==> src/rtl/sram_serial_host.sv <==
// Serial load-port initiator for the SRAM_IO_CTRL block: turns one parallel request
// into a BGN/SI/LOAD_N/CTRL frame, waits for RDY, and captures SO on reads.
module sram_serial_host #(
    parameter int ADDR_WIDTH  = 9,
    parameter int DATA_WIDTH  = 8,
    parameter int FRAME_WIDTH = ADDR_WIDTH + DATA_WIDTH,
    parameter int RDY_TIMEOUT = 32,
    parameter int GAP_CYCLES  = 1
) (
    input  logic                  CLK,
    input  logic                  RST,
    input  logic                  REQ,
    input  logic                  REQ_WE,
    input  logic [ADDR_WIDTH-1:0] REQ_ADDR,
    input  logic [DATA_WIDTH-1:0] REQ_DATA,
    output logic                  BUSY,
    output logic                  ACK,
    output logic                  ERR,
    output logic [DATA_WIDTH-1:0] RD_DATA,
    output logic                  BGN,
    output logic                  SI,
    output logic                  LOAD_N,
    output logic [1:0]            CTRL,
    input  logic                  RDY,
    input  logic                  SO
);

    localparam int BW = $clog2(FRAME_WIDTH + 1);
    localparam int WW = $clog2(RDY_TIMEOUT + 1);
    localparam int RW = $clog2(DATA_WIDTH + 1);
    localparam int GW = $clog2(GAP_CYCLES + 1);
    localparam logic [BW-1:0] BIT_LAST  = BW'(FRAME_WIDTH - 1);
    localparam logic [WW-1:0] WAIT_LAST = WW'(RDY_TIMEOUT - 1);
    localparam logic [RW-1:0] RD_LAST   = RW'(DATA_WIDTH - 1);
    localparam logic [GW-1:0] GAP_LAST  = GW'(GAP_CYCLES - 1);

    typedef enum logic [2:0] {IDLE, SETUP, SHIFT, WAIT_RDY, READ_SO, GAP} state_t;

    state_t                 state, state_d;
    logic [FRAME_WIDTH-1:0] frame;
    logic [DATA_WIDTH-1:0]  cap;
    logic [BW-1:0]          bit_cnt;
    logic [WW-1:0]          wait_cnt;
    logic [RW-1:0]          rd_cnt;
    logic [GW-1:0]          gap_cnt;
    logic                   rd_mode;
    logic                   rd_mode_d;
    logic                   timeout;
    logic                   accept;
    logic                   frame_on_d;

    always_comb begin
        state_d = state;
        timeout = 1'b0;
        case (state)
            IDLE:     if (REQ) state_d = SETUP;
            SETUP:    state_d = SHIFT;
            SHIFT:    if (bit_cnt == BIT_LAST) state_d = WAIT_RDY;
            WAIT_RDY: begin
                // RDY on the expiring cycle still counts as a normal completion
                if (RDY) begin
                    state_d = rd_mode ? READ_SO : GAP;
                end else if (wait_cnt == WAIT_LAST) begin
                    state_d = GAP;
                    timeout = 1'b1;
                end
            end
            READ_SO:  if (rd_cnt == RD_LAST) state_d = GAP;
            GAP:      if (gap_cnt == GAP_LAST) state_d = IDLE;
            default:  state_d = IDLE;
        endcase
    end

    assign accept     = (state == IDLE) && REQ;
    assign rd_mode_d  = accept ? ~REQ_WE : rd_mode;
    assign frame_on_d = (state_d == SETUP) || (state_d == SHIFT) ||
                        (state_d == WAIT_RDY) || (state_d == READ_SO);

    always_ff @(posedge CLK) begin
        if (RST) begin
            state    <= IDLE;
            frame    <= '0;
            cap      <= '0;
            bit_cnt  <= '0;
            wait_cnt <= '0;
            rd_cnt   <= '0;
            gap_cnt  <= '0;
            rd_mode  <= 1'b0;
            BUSY     <= 1'b0;
            ACK      <= 1'b0;
            ERR      <= 1'b0;
            RD_DATA  <= '0;
            BGN      <= 1'b0;
            SI       <= 1'b0;
            LOAD_N   <= 1'b1;
            CTRL     <= 2'b00;
        end else begin
            state    <= state_d;
            bit_cnt  <= (state == SHIFT)    ? bit_cnt + 1'b1  : '0;
            wait_cnt <= (state == WAIT_RDY) ? wait_cnt + 1'b1 : '0;
            rd_cnt   <= (state == READ_SO)  ? rd_cnt + 1'b1   : '0;
            gap_cnt  <= (state == GAP)      ? gap_cnt + 1'b1  : '0;

            // Frame is sent LSB first: data field, then address field
            if (accept) begin
                frame   <= {REQ_ADDR, REQ_WE ? REQ_DATA : {DATA_WIDTH{1'b0}}};
                rd_mode <= ~REQ_WE;
            end else if (state_d == SHIFT) begin
                frame <= {1'b0, frame[FRAME_WIDTH-1:1]};
            end

            if (state == READ_SO) begin
                cap <= {SO, cap[DATA_WIDTH-1:1]};
                if (rd_cnt == RD_LAST) RD_DATA <= {SO, cap[DATA_WIDTH-1:1]};
            end

            if (accept)       ERR <= 1'b0;
            else if (timeout) ERR <= 1'b1;

            // Outputs are decoded from the next state so they line up with it
            BUSY   <= (state_d != IDLE);
            ACK    <= (state_d == GAP) && (state != GAP);
            BGN    <= frame_on_d;
            LOAD_N <= (state_d == IDLE);
            SI     <= (state_d == SHIFT) ? frame[0] : 1'b0;
            CTRL   <= frame_on_d ? {1'b0, rd_mode_d} : 2'b00;
        end
    end

endmodule
==> config.mk <==
export PLATFORM = sky130hd
export DESIGN_NAME = sram_serial_host
export DESIGN_NICKNAME = d
export VERILOG_FILES = /design/src/rtl/sram_serial_host.sv
export SDC_FILE = /design/constraint.sdc
export NUM_CORES = 1
export LEC_CHECK = 0
export BUFFER_PORTS_ARGS = -buffer_cell sky130_fd_sc_hd__buf_2
export CAP_MARGIN = 20
export CORE_MARGIN = 4
export CORE_UTILIZATION = 55
export DETAILED_ROUTE_END_ITERATION = 8
export GPL_TIMING_DRIVEN = 0
export PLACE_DENSITY = 0.81
export SYNTH_ARGS = -nofsm -noshare
export SYNTH_HDL_FRONTEND = slang
export SYNTH_SLANG_ARGS = --single-unit
==> constraint.sdc <==
create_clock -name CLK -period 2.32 [get_ports CLK]
set_input_delay 0.696 -clock CLK [delete_from_list [all_inputs] [get_ports CLK]]
set_output_delay 0.696 -clock CLK [all_outputs]
set_load 0.02 [all_outputs]
## After elaboration in Yosys (flattened, before gate mapping)

Index checks and enable logic that the tools add are counted.

| storage, ports and cells | value |
|---|---|
| register bits after elaboration | 61 |
| output and inout bits | 16 |

| operators by class | value |
|---|---|
| add/subtract/negate cells | 4 |
| equal/unequal tests | 14 |
| muxes and demuxes | 15 |
| bitwise logic cells | 7 |
| reductions and logical operators | 17 |

Operator list:

| cell | count |
|---|---|
| $mux 17 | 2 |
| $mux 3 | 6 |
| $pmux 3 s6 | 1 |
| $reduce_or 2->1 | 7 |
| $eq 3x2->1 const B | 4 |
| $eq 3x3->1 const B | 4 |
| $mux 8 | 1 |
| $not 1->1 | 7 |
| $add 6x1->6 const B | 1 |
| $eq 3x1->1 const B | 2 |
| $eq 6x5->1 const B | 1 |
| $logic_not 3->1 | 2 |
| $add 5x1->5 const B | 1 |
| $eq 5x5->1 const B | 1 |
| $mux 1 | 5 |
| $add 4x1->4 const B | 1 |
| $eq 4x3->1 const B | 1 |
| $logic_or 1x1->1 | 3 |
| $ne 3x3->1 const B | 1 |
| $reduce_bool 3->1 | 1 |
| $logic_and 1x1->1 | 2 |
| $reduce_and 2->1 | 1 |
| $reduce_bool 2->1 | 1 |
| $add 1x1->1 const B | 1 |

## Depth between registers and ports, before layout

Gate-level depths: netlist of run 1.

| depth | value |
|---|---|
| depth in word-level cells | 10 |
| gate-level depth with buffers | 8 |
| mapped depth without buffers | 7 |

## Worst setup path before layout of run 1

Ideal clock, no wire load.

| timing | value |
|---|---|
| kind | input to register |
| start point | input RDY |
| end point | register CTRL[0] |
| data arrival time | 1,646 ps |
| data required time | 2,200 ps |
| slack | 554 ps |
| stages on the path | 5 |
| path through | a21oi_1 -> a22o_1 -> a2111oi_4 -> mux2i_1 -> nor2b_1 |

| on the way | value |
|---|---|
| word-level cells in the longest chain between the ends | 8 |
| elaborated cells on any way between the ends | 11 |

RTL lines:

| item | line | RTL |
|---|---|---|
| start: declaration | 24 | `input logic RDY,` |
| $mux 3 (*) | 61 | `if (RDY) begin` |
| $pmux 3 s6 (*) | 55 | `case (state)` |
| $eq 3x1->1 or $eq 3x2->1 (tied branches) | 76 | `assign frame_on_d = (state_d == SETUP) \|\| (state_d == SHIFT) \|\|` |
| $logic_or 1x1->1 (2 in a row) | 76 |  |
| $logic_or 1x1->1 (*) | 77 | `(state_d == WAIT_RDY) \|\| (state_d == READ_SO);` |
| $not 1->1 (no line) (*) | - |  |
| $reduce_or 2->1 (no line) (*) | - |  |
| end signal: assignment | 126 | `CTRL <= frame_on_d ? {1'b0, rd_mode_d} : 2'b00;` |
| end: declaration | 23 | `output logic [1:0] CTRL,` |

Every way passes the cells marked *; elsewhere a longest branch is shown, timed or not.
A chain may end at the register's enable or synchronous reset.

## Worst setup path after layout of run 1

| timing | value |
|---|---|
| start point | register bit_cnt[0] |
| end point | register frame[14] |

| on the way | value |
|---|---|
| word-level cells in the longest chain between the ends | 5 |

RTL lines:

| item | line | RTL |
|---|---|---|
| start: declaration | 42 | `logic [BW-1:0] bit_cnt;` |
| start signal: assignment | 99 | `bit_cnt <= (state == SHIFT) ? bit_cnt + 1'b1 : '0;` |
| $eq 5x5->1 | 58 | `SHIFT: if (bit_cnt == BIT_LAST) state_d = WAIT_RDY;` |
| $mux 3 | 58 |  |
| $pmux 3 s6 | 55 |  |
| $eq 3x2->1 | 108 | `end else if (state_d == SHIFT) begin` |
| $reduce_bool 2->1 (no line) | - |  |
| end signal: assignment | 106 | `frame <= {REQ_ADDR, REQ_WE ? REQ_DATA : {DATA_WIDTH{1'b0}}};` |
| end signal: assignment | 109 | `frame <= {1'b0, frame[FRAME_WIDTH-1:1]};` |
| end: declaration | 40 | `logic [FRAME_WIDTH-1:0] frame;` |

No other way between the ends.

==> impl_metrics.toml, run 1 <==
[routing]
first_pass_iters = 4
viasPerCell = 5.27
drtAntennaViolNets = 0
drt-wirelength-per-cell_um = 13.1
vias = 1867
wirelength_um = 4620
drcViolationCount = 0
drt_iter0_drc = 125

[power_and_ir_drop]
seqPwrFrac = 0.503
internal_power_mw = 1.61
p_total_mw = 2.15
power.leakage_nw = 1.11
ir_drop_uv = 744
power.share.switching = 0.254
switching_power_mw = 0.546
power_frac_clock = 0.381
p_comb_frac = 0.116
power_density_nw_per_um2 = 757

[die]
die_x_um = 74.3
io_pins = 39
num_rows = 23
die_h_um = 74.3
coreArea_um2 = 4120
die-area_um2 = 5530
start_util = 0.588

[cts]
h-tree-depth = 3
cts_tree = "built"
numCtsBuffers = 9
cts_sinks = 59
cts_buffer_depth = 2
clk_pin_slew_ns = 0.07
worstSkewPairLatency_ns = 0.33
ctsResizeCount = 0
cts_setup_buffers = 0
cts_hold_buf = 0
cts-root-buf = "clkbuf_8"

[critical_path]
crit_slowest_cell = "dfxtp_1"
crit_type = "reg2reg"
max_stage_delay_ns = 0.37
cp-end-kind = "flop"
critPathRequiredTime_ns = 2.51
cp-start-kind = "flop"
crit_fanout = 10
cp_top_family = "compound AO/OA/AOI/OAI gates"
worstPathCellList = "inv_1, ha_1, nand4bb_1, nand3b_1, a21oi_4, buf_6, mux2i_1, a211oi_1"
worstPathArrival_ns = 2.11
crit_buf_inv = 2

[timing]
hold_viol_final = 0
worst_pin_slew_ns = 0.616
skew_ns = 0.0103
setup_viol = 0
final_max_slew_viol_count = 0
relSlewSlack = 0.588
period_share = 0.829
fin_setup_tns_ns = 0
rsz0062_at_grt = "false"
fmax_mhz = 520
fin_crit_ns = 1.92

[synth]
synthesis.nets = 280
yosys_register_bits = 59
synth_edf_count = 0
synth-main-ff-cell = "dfxtp_1"
async_flop_share = 0
synth_area_um2 = 2420
synthSimpleGateAreaFrac = 0.187
ys_seq_area_frac = 0.488
synth_mux_area_frac = 0.103
ys_types = 38
synth_top_family_by_area = "simple AND/OR/NAND/NOR gates"
avgSynthCellArea_um2 = 9.57
synth-adder-area-share = 0.0207
synth_xor_xnor_area_share = 0.0326
netlist_instances = 253
yosysWarnings = 0
synth_compound_area_frac = 0.121

[place]
place.gp.congestion = 0.748
io_buffers = 36
post-dp-hpwl_um = 3270

[global_routing]
grt_max_degree = 11
grt_pass1_vias = 1834
grt_pass1_wl_um = 7700
antenna_found_initial = 0
grt.total_usage = 0.182
grt_remaining_overflow = 0

[layout]
fin_nets = 327
final_layout_size_suffix_gt1_frac = 0.207
seqCellArea_um2 = 1180
fill_cells = 345
n_antenna_cell = 0
syn2layout_area_growth_pct = 17.4
multi_input_comb_area_um2 = 1130

[hold_path]
hold_path.class = "reg2reg"

[flow_run]
cap_violations = 0

[run_status]
status = "completed"
-- cells by family after synthesis --
logic type | count (synthesis)
buf+inv | 22
compound gates | 42
other cells | 1
fa+ha+maj | 4
flops | 59
mux | 25
simple gates | 91
xor+xnor | 9
-- placed cells by master, fill, tap and decap left out, drive strengths merged, types with 2 or more instances in the layout --
cell,count
a21oi,20
nor3,6
o21ai,2
xnor2,3
nor2b,5
nand2b,4
xor2,6
inv,4
nand3b,4
nor3b,2
dfxtp,59
clkinv,3
buf,44
mux2i,25
nand3,6
ha,4
clkbuf,21
or2,2
a211oi,16
nor2,34
nand2,19
and2,2
and3,2
-- synthesized netlist by cell type (4+ instances only) --
master / n / share of area
dfxtp_1: 59 / 0.49
nor2_1: 34 / 0.053
mux2i_1: 25 / 0.10
a21oi_1: 19 / 0.039
nand2_1: 19 / 0.029
a211oi_1: 16 / 0.050
clkbuf_1: 10 / 0.016
nand3_1: 6 / 0.012
xor2_1: 6 / 0.022
nor2b_1: 5 / 0.013
nor3_1: 5 / 0.010
ha_1: 4 / 0.021
inv_1: 4 / 0.0062
nand2b_1: 4 / 0.010
nand3b_1: 4 / 0.012
-- power by group through the flow --
stage / Sequential, mW / Combinational, mW / Clock (mW)
floorplan: 1.11 / 0.177 / 0
global placement: 1.10 / 0.244 / 0
detailed placement: 1.11 / 0.248 / 0
CTS: 1.08 / 0.251 / 0.845
global route: 1.09 / 0.274 / 0.892
finish: 1.08 / 0.249 / 0.819
-- area by class of cell --
type                       count  share of cell area
sequential                    59               0.416
multi-input combinational    172               0.398
timing repair buffer          36              0.0634
clock buffer                  11              0.0533
buffer                        18              0.0335
tap                           50              0.0220
clock inverter                 4             0.00925
inverter                       4             0.00528
-- worst register-to-register path, stage by stage (launching register included) --
cell and delay, ns:
dfxtp_1 0.37, inv_1 0.06, ha_1 0.19, nand4bb_1 0.12, nand3b_1 0.13, a21oi_4 0.35
buf_6 0.22, mux2i_1 0.23, a211oi_1 0.09
-- routing by layer --
layer  part of all wire  track usage  wire (µm)
met5                  0            0          0
met1               0.46        0.207       2120
met4              0.016       0.0830         73
met3              0.047       0.0689        216
met2               0.48        0.305       2210
-- per-stage QoR --
step	setup WS, ns	cells	hold slack (ns)	cell area, µm²	utilization
final	0.397	354	0.462	2840	0.690
after CTS	0.377	354	0.468	2840	0.690
after global routing	0.235	354	0.494	2840	0.690
after floorplan	0.554	253	0.426	2420	-
after global placement	0.301	339	0.444	2660	0.647
after detailed placement	0.280	339	0.453	2660	0.647
-- registers in the layout, summed over array words and instances, names as in the netlist, 3 cells and up --
signal and cells:
cap 7, wait_cnt 6, rd_cnt 4, frame 17
state 3, RD_DATA 8, bit_cnt 5
-- final timing paths --
path	start	endpoint	slack [ns]	cells after the start
min reg2reg	bit_cnt[0]	bit_cnt[0]	0.46	1
max	bit_cnt[0]	frame[14]	0.40	8
min	bit_cnt[0]	bit_cnt[0]	0.46	1
max reg2reg	bit_cnt[0]	frame[14]	0.40	8
No activity file was read; power rests on OpenSTA's default activity.
==> run 2: changes to the inputs <==
Settings changed: ABC_AREA set to 1, CORE_UTILIZATION 55 to 50, PLACE_DENSITY 0.81 to 0.77.
Clock period 2.32 ns to 1.7 ns, I/O delays scaled along.
==> impl_metrics.toml, run 2 <==
[die]
num_rows = 25
start_util = 0.531
die-area_um2 = 6360
coreArea_um2 = 4850
io_pins = 39
die_h_um = 79.8
die_x_um = 79.8

[layout]
syn2layout_area_growth_pct = 23.5
n_antenna_cell = 0
fin_area_um2 = 3180
top_regs = "frame (17), RD_DATA (8), cap (7)"
regMostFlops = "frame"
fin_util = 0.656
mostFrequentLayoutCell = "nand2_1"
largest_register_ffs = 17
final_layout_size_suffix_gt1_frac = 0.214
instances_no_fill = 496
fin_nets = 451
most-common-layout-cells = "nand2_1 (105), nor2_1 (70), dfxtp_1 (55), inv_1 (39), buf_2 (39)"

[timing]
period_share = 0.951
fin_crit_ns = 1.62
setup_viol = 0
skew_ns = 0.00577
hold_viol_final = 0
fmax_mhz = 618
final_max_slew_viol_count = 0

[synth]
synth_area_um2 = 2570
netlist_instances = 370
synthTopCellsByCount = "nand2_1 (105), nor2_1 (70), dfxtp_1 (59), inv_1 (39), o21ai_0 (20)"
ys_types = 31
avgSynthCellArea_um2 = 6.96
synth_top_cell_area_share = 0.459
synthesis.nets = 397
synth_area_leaders = "dfxtp_1 (46%), nand2_1 (15%), nor2_1 (10%)"
async_flop_share = 0
synth.most_common_cell = "nand2_1"
yosys_register_bits = 59
ys_seq_area_frac = 0.459
yosysWarnings = 0
synth_edf_count = 0
synth-main-ff-cell = "dfxtp_1"
synth_area_leader_cell = "dfxtp_1"

[routing]
wirelength_um = 5650
viasPerCell = 4.74
first_pass_iters = 4
drt-wirelength-per-cell_um = 11.4
drtAntennaViolNets = 0
drt_iter0_drc = 111
drcViolationCount = 0
vias = 2351

[power_and_ir_drop]
power.share.switching = 0.279
power.leakage_nw = 1.53
ir_drop_uv = 593
internal_power_mw = 2.30
power_frac_clock = 0.355
power_density_nw_per_um2 = 1000
switching_power_mw = 0.892
p_comb_frac = 0.173
seqPwrFrac = 0.471

[place]
place_inst = 472
post-dp-hpwl_um = 3680
io_buffers = 35
place.gp.congestion = 0.851
place_area_um2 = 2830

[flow_run]
cap_violations = 0

[cts]
clk_pin_slew_ns = 0.06
numCtsBuffers = 9
cts_tree = "built"
cts-root-buf = "clkbuf_8"
cts_hold_buf = 0
worstSkewPairLatency_ns = 0.33
cts_sinks = 59
cts_buffer_depth = 2
h-tree-depth = 3

[critical_path]
crit_fanout = 5
crit_type = "reg2reg"
cp-start-kind = "flop"
critPathRequiredTime_ns = 1.92
worstPathArrival_ns = 1.84
rrSetupSlack_ns = 0.08
cp-end-kind = "flop"

[hold_path]
hold_path.class = "reg2reg"

[global_routing]
grt_max_degree = 11
grt_pass1_wl_um = 9110
grt.total_usage = 0.186
antenna_found_initial = 0
grt_pass1_vias = 2077
grt_remaining_overflow = 0

[run_status]
status = "completed"
run 2: cell count changes after synthesis, sizes merged, moves of 4 or more:
| cell | before | now |
|---|---|---|
| a211oi | 16 | 0 |
| a21oi | 20 | 16 |
| xor2 | 6 | 1 |
| nand2b | 4 | 0 |
| o21ai | 2 | 21 |
| nand3 | 6 | 15 |
| inv | 4 | 40 |
| nand2 | 19 | 109 |
| nor2 | 34 | 74 |
| nand3b | 4 | 0 |
| nor2b | 5 | 0 |
| clkbuf | 10 | 4 |
| mux2i | 25 | 0 |
run 2: cells by family after synthesis:
group	Yosys count	share of synthesized area
and+or+nand+nor	207	0.334
AOI/OAI and AO/OA	41	0.0831
adders and majority gates	4	0.0194
buffers and inverters	56	0.0962
other	1	0.00146
xor gates and xnor gates	2	0.00680
DFF	59	0.459
run 2: metrics by stage:
stage                     setup TNS [ns]  total power [mW]  setup slack (ns)  hold slack [ns]
after floorplan                        0              1.88             0.112            0.417
after global placement             -2.46              1.98            -0.251            0.430
after detailed placement           -2.43              1.99            -0.236            0.440
after CTS                              0              3.13            0.0421            0.427
after global routing             -0.0678              3.38           -0.0150            0.421
final                                  0              3.19            0.0830            0.417
run 2: worst paths after layout:
path / start / to / depth (start not counted)
worst max-delay path: bit_cnt[0] / frame[8] / 13
worst max register to register: bit_cnt[0] / frame[8] / 13
worst min register to register: wait_cnt[0] / wait_cnt[0] / 1
worst min-delay path: wait_cnt[0] / wait_cnt[0] / 1
run 2: power by group through the flow:
| stage | registers [mW] | clock network, mW | logic, mW |
|---|---|---|---|
| 2_1_floorplan | 1.54 | 0 | 0.340 |
| 3_3_place_gp | 1.53 | 0 | 0.452 |
| 3_5_place_dp | 1.53 | 0 | 0.461 |
| 4_1_cts | 1.50 | 1.16 | 0.467 |
| 5_1_grt | 1.51 | 1.24 | 0.622 |
| 6_report | 1.50 | 1.13 | 0.553 |
run 2: cell type report:
cell class | instances | area (µm²)
Fill cell | 429 | 1670
Multi-Input combinational cell | 255 | 1200
Tap cell | 67 | 83.8
Sequential cell | 59 | 1190
Buffer | 15 | 104
Clock inverter | 5 | 27.5
Inverter | 41 | 156
Timing Repair Buffer | 43 | 270
Clock buffer | 11 | 151
run 2: metal layers:
layer	vias to the layer above	routed length (µm)	track usage
li1	1241	-	-
met1	1046	2620	0.228
met2	58	2660	0.296
met3	6	294	0.0643
met4	0	85	0.0743
met5	-	0	0
run 2: critical path, cell delays in order (launching register included):
cell and delay, ns:
dfxtp_2 0.33, inv_1 0.05, ha_1 0.19, nand2_1 0.05
nor2_1 0.06, nand2_1 0.08, nand3_2 0.09, nor2_4 0.16
nand2_4 0.09, nand2_8 0.11, clkbuf_16 0.14, nand2_1 0.04
nand2_1 0.06, nor2_1 0.05
run 2: timing repair:
item,4_1_cts,5_1_grt
gates cloned,0,2
setup buffers,1,5
setup endpoints to repair,15,18
pin swaps,1,3
gates resized for setup,2,19
